==> config.mk <==
export PLATFORM = sky130hd
export DESIGN_NAME = piso_tx
export DESIGN_NICKNAME = d
export VERILOG_FILES = /design/src/rtl/piso_tx.sv
export SDC_FILE = /design/constraint.sdc
export NUM_CORES = 1
export LEC_CHECK = 0
export CORE_MARGIN = 4
export CORE_UTILIZATION = 42
export CTS_CLUSTER_SIZE = 20
export DETAILED_ROUTE_END_ITERATION = 12
export GPL_ROUTABILITY_DRIVEN = 0
export PLACE_DENSITY = 0.77
export SYNTH_ARGS = -nofsm -noshare
export SYNTH_HDL_FRONTEND = slang
export SYNTH_SLANG_ARGS = --single-unit
==> constraint.sdc <==
create_clock -name clk -period 1.95 [get_ports clk]
set_input_delay 0.39 -clock clk [delete_from_list [all_inputs] [get_ports clk]]
set_output_delay 0.39 -clock clk [all_outputs]
set_load 0.02 [all_outputs]
==> src/rtl/piso_tx.sv <==
// piso_tx: parallel-in, serial-out transmitter, MSB first, one bit per clock.
// Words are taken through a valid/ready handshake. A word offered on the last
// bit of a frame is accepted there, so frames stream with no idle gap.
// Optional feature: define PISO_TX_PARITY_EN to append an even-parity bit
// after the LSB, which lengthens each frame by one bit.
module piso_tx #(
    parameter int unsigned WIDTH = 8
) (
    input  logic             clk,
    input  logic             rst_n,
    input  logic             load_valid,
    output logic             load_ready,
    input  logic [WIDTH-1:0] load_data,
    output logic             sout,
    output logic             sout_valid,
    output logic             done
);

`ifdef PISO_TX_PARITY_EN
    localparam int unsigned FRAME = WIDTH + 1;
`else
    localparam int unsigned FRAME = WIDTH;
`endif
    localparam int unsigned CW = $clog2(WIDTH + 1);

    typedef enum logic {
        IDLE  = 1'b0,
        SHIFT = 1'b1
    } state_e;

    state_e           state_q, state_d;
    logic [FRAME-1:0] shreg_q, shreg_d;
    logic [CW-1:0]    cnt_q, cnt_d;
    logic             sout_valid_q, sout_valid_d;
    logic             done_q, done_d;
    logic             accept;
    logic [FRAME-1:0] frame_word;

    // Frame image loaded into the shift register; its top bit goes out first.
`ifdef PISO_TX_PARITY_EN
    assign frame_word = {load_data, ^load_data};
`else
    assign frame_word = load_data;
`endif

    // Ready while idle, or on the last bit so that the next word follows without a gap.
    assign load_ready = (state_q == IDLE) || (cnt_q == '0);
    assign accept     = load_valid && load_ready;

    // Next-state logic: a load takes priority, otherwise shift or finish the frame.
    always_comb begin
        state_d      = state_q;
        shreg_d      = shreg_q;
        cnt_d        = cnt_q;
        sout_valid_d = 1'b0;
        done_d       = 1'b0;
        if (accept) begin
            state_d = SHIFT;
            shreg_d = frame_word;
            cnt_d   = CW'(FRAME - 1);
        end else if (state_q == SHIFT) begin
            if (cnt_q == '0) begin
                state_d = IDLE;
                shreg_d = '0;
            end else begin
                shreg_d = shreg_q << 1;
                cnt_d   = cnt_q - CW'(1);
            end
        end
        sout_valid_d = (state_d == SHIFT);
        done_d       = (state_d == SHIFT) && (cnt_d == '0);
    end

    // State, data path and registered status flags.
    always_ff @(posedge clk or negedge rst_n) begin
        if (!rst_n) begin
            state_q      <= IDLE;
            shreg_q      <= '0;
            cnt_q        <= '0;
            sout_valid_q <= 1'b0;
            done_q       <= 1'b0;
        end else begin
            state_q      <= state_d;
            shreg_q      <= shreg_d;
            cnt_q        <= cnt_d;
            sout_valid_q <= sout_valid_d;
            done_q       <= done_d;
        end
    end

    // Serial bit is the top of the shift register, which clears when idle.
    assign sout       = shreg_q[FRAME-1];
    assign sout_valid = sout_valid_q;
    assign done       = done_q;

endmodule

==> results.cfg <==
[grt]
overflow = 0
grt_first_pass_wirelength_mm = 2.28
grt_antenna_before_repair = 0
grt_pass1_vias = 544
grt_max_degree = 15
track_usage = 0.143

[clock_network]
path_clk_slew_ns = 0.07
cts-root-buf = clkbuf_4
holdBufCountCts = 0
tritoncts = yes
clockBufferDepth = 2
cts_buffers = 3
htree_levels = 1
insertion_delay_ns = 0.27
cts_sinks = 14

[placed_design]
post_dp_cell_area_um2 = 896
pre_cts_slack_ns = -0.227
place_hpwl_mm = 1.06
io_buffers = 14

[route]
detail-route-antenna-nets = 0
route.detailed.drc = 0
totalWireLength_mm = 1.41
drt_pass1_iterations = 4
initialDrtViolationCount = 10
wl_per_cell_um = 13.1
via_count = 592
vias_per_cell = 5.53

[sta]
min_period_ns = 1.93
fin_ws_ns = 0.0176
tns_ns = 0
clock.fmax_mhz = 517
tightest_slew_ns = 0.610
slew-limit-headroom = 0.592
finClkSkew_ns = 0.000875
hold_viol_final = 0
post-route-period-util = 0.991
rsz0062_at_grt = yes
finalSetupViolCount = 0
drv_slew = 0

[worst_setup_path]
worstPathArrival_ns = 1.54
path_max_fanout = 2
endpoint_kind = output port
startpoint_type = register
cp_data_required_time_ns = 1.56
criticalPathCategory = register to output port

[logic_synthesis]
synth_flop_cell = dfrtp_1
synth_cell_types = 23
synth-seq-cells = 14
syn_nets = 75
seq_area_frac_synth = 0.519
ys.warnings.count = 0
avgSynthCellArea_um2 = 10.7
ys_top_cells_by_count = 14 x dfrtp_1, 7 x a221o_1, 7 x and2_1
synth.area.top_cells = dfrtp_1 52%, a221o_1 10%, and2_1 6.5%
synth_area_leader_cell = dfrtp_1
synthCells = 63
netlist_area_um2 = 676
netlist.area_leader.share = 0.519
synth_edf_count = 0
synth.most_common_cell = dfrtp_1
synth-async-reset-ratio = 1.00

[finish]
stdcell_area_um2 = 961
area_delta_synth_final_pct = 42.2
n_antenna_cell = 0
multiInputGateArea_um2 = 312
fin_nets = 105
regArea_um2 = 350
fillers = 129
layout-drive-gt1-share = 0.264

[power]
peakVddDrop_uv = 798
p_switching_uw = 462
switching_share = 0.347
power.share.sequential = 0.343
internal_power_uw = 869
power.density_mw_per_mm2 = 1390
clockPowerShare = 0.113
leakage_nw = 0.440
power_frac_comb = 0.544

[die]
start_util = 0.449
ios = 15
num_rows = 14
die_h_um = 48.1
coreArea_mm2 = 0.00151
fp.dieW_um = 48.1
die-area_mm2 = 0.00231

[worst_hold_path]
hold_path.class = input port to async pin

[run_status]
status = finished, final reports clean

[flow_run]
maxCapViolations = 0
-- sequential cells by signal, summed over array words and instances, names as in the netlist --
name / count
shreg_q: 8
cnt_q: 4
done: 1
sout_valid: 1
-- repair_timing --
| action | 4_1_cts | 5_1_grt |
|---|---|---|
| setup endpoints to repair | 1 | 8 |
| pin swaps | 2 | 0 |
| gates resized for setup | 8 | 5 |
| buffers inserted | 1 | 2 |
-- critical path: stages (launching register included) --
cell,delay [ns]
dfrtp_1,0.39
inv_2,0.08
ha_4,0.13
or3b_4,0.37
and2_4,0.16
inv_4,0.05
buf_6,0.10
-- layout make-up --
class                           count  share of cell area
Clock buffer                        3              0.0234
Inverter                            4              0.0182
Multi-Input combinational cell     43               0.324
Sequential cell                    14               0.365
Tap cell                           16              0.0208
Timing Repair Buffer               27               0.249
-- logic make-up (layout without fill, tap and decap cells) --
logic type,count (synthesis),count (layout),share of synthesized area
and+or+nand+nor,21,21,0.189
DFF,14,14,0.519
AOI/OAI and AO/OA,21,21,0.230
adders and majority gates,1,1,0.0185
buffers and inverters,6,34,0.0444
-- per-layer routing --
metal  track usage  routed length [um]
met5             0                   0
met2         0.237                 731
met1         0.168                 600
met4        0.0269                   0
met3        0.0701                  75
-- cell usage in the layout, fill, tap and decap left out, types with 3 or more instances in the layout --
master,instances
dfrtp_1,14
a21oi_1,4
clkdlybuf4s50_1,13
o21ai_0,3
clkbuf_4,3
a221o_1,7
and2_1,7
buf_4,13
nor2_1,4
-- power groups by stage --
stage	clock (mW)	sequential [mW]	combinational (mW)
2_1_floorplan	0	0.501	0.335
3_3_place_gp	0	0.457	0.627
3_5_place_dp	0	0.459	0.641
4_1_cts	0.159	0.453	0.666
5_1_grt	0.170	0.470	0.805
6_report	0.151	0.457	0.724
-- worst paths after layout --
path / startpoint / end / slack, ns / depth (start not counted)
setup / recovery: cnt_q[1] / load_ready / 0.02 / 6
setup reg to reg: cnt_q[1] / shreg_q[4] / 0.08 / 7
max in group asynchronous: rst_n / cnt_q[0] / 1.05 / 1
hold reg to reg: shreg_q[5] / shreg_q[6] / 0.50 / 1
min in group clk: shreg_q[5] / shreg_q[6] / 0.50 / 1
hold / removal: rst_n / done / 0.50 / 1
-- per-stage QoR --
stage,std cells,util,hold slack [ns],total power [mW]
2_1_floorplan,63,-,0.0944,0.836
3_3_place_gp,101,0.595,0.485,1.08
3_5_place_dp,101,0.595,0.489,1.10
4_1_cts,105,0.617,0.507,1.28
5_1_grt,107,0.638,0.515,1.44
6_report,107,0.638,0.502,1.33
No activity file was read; power rests on OpenSTA's default activity.
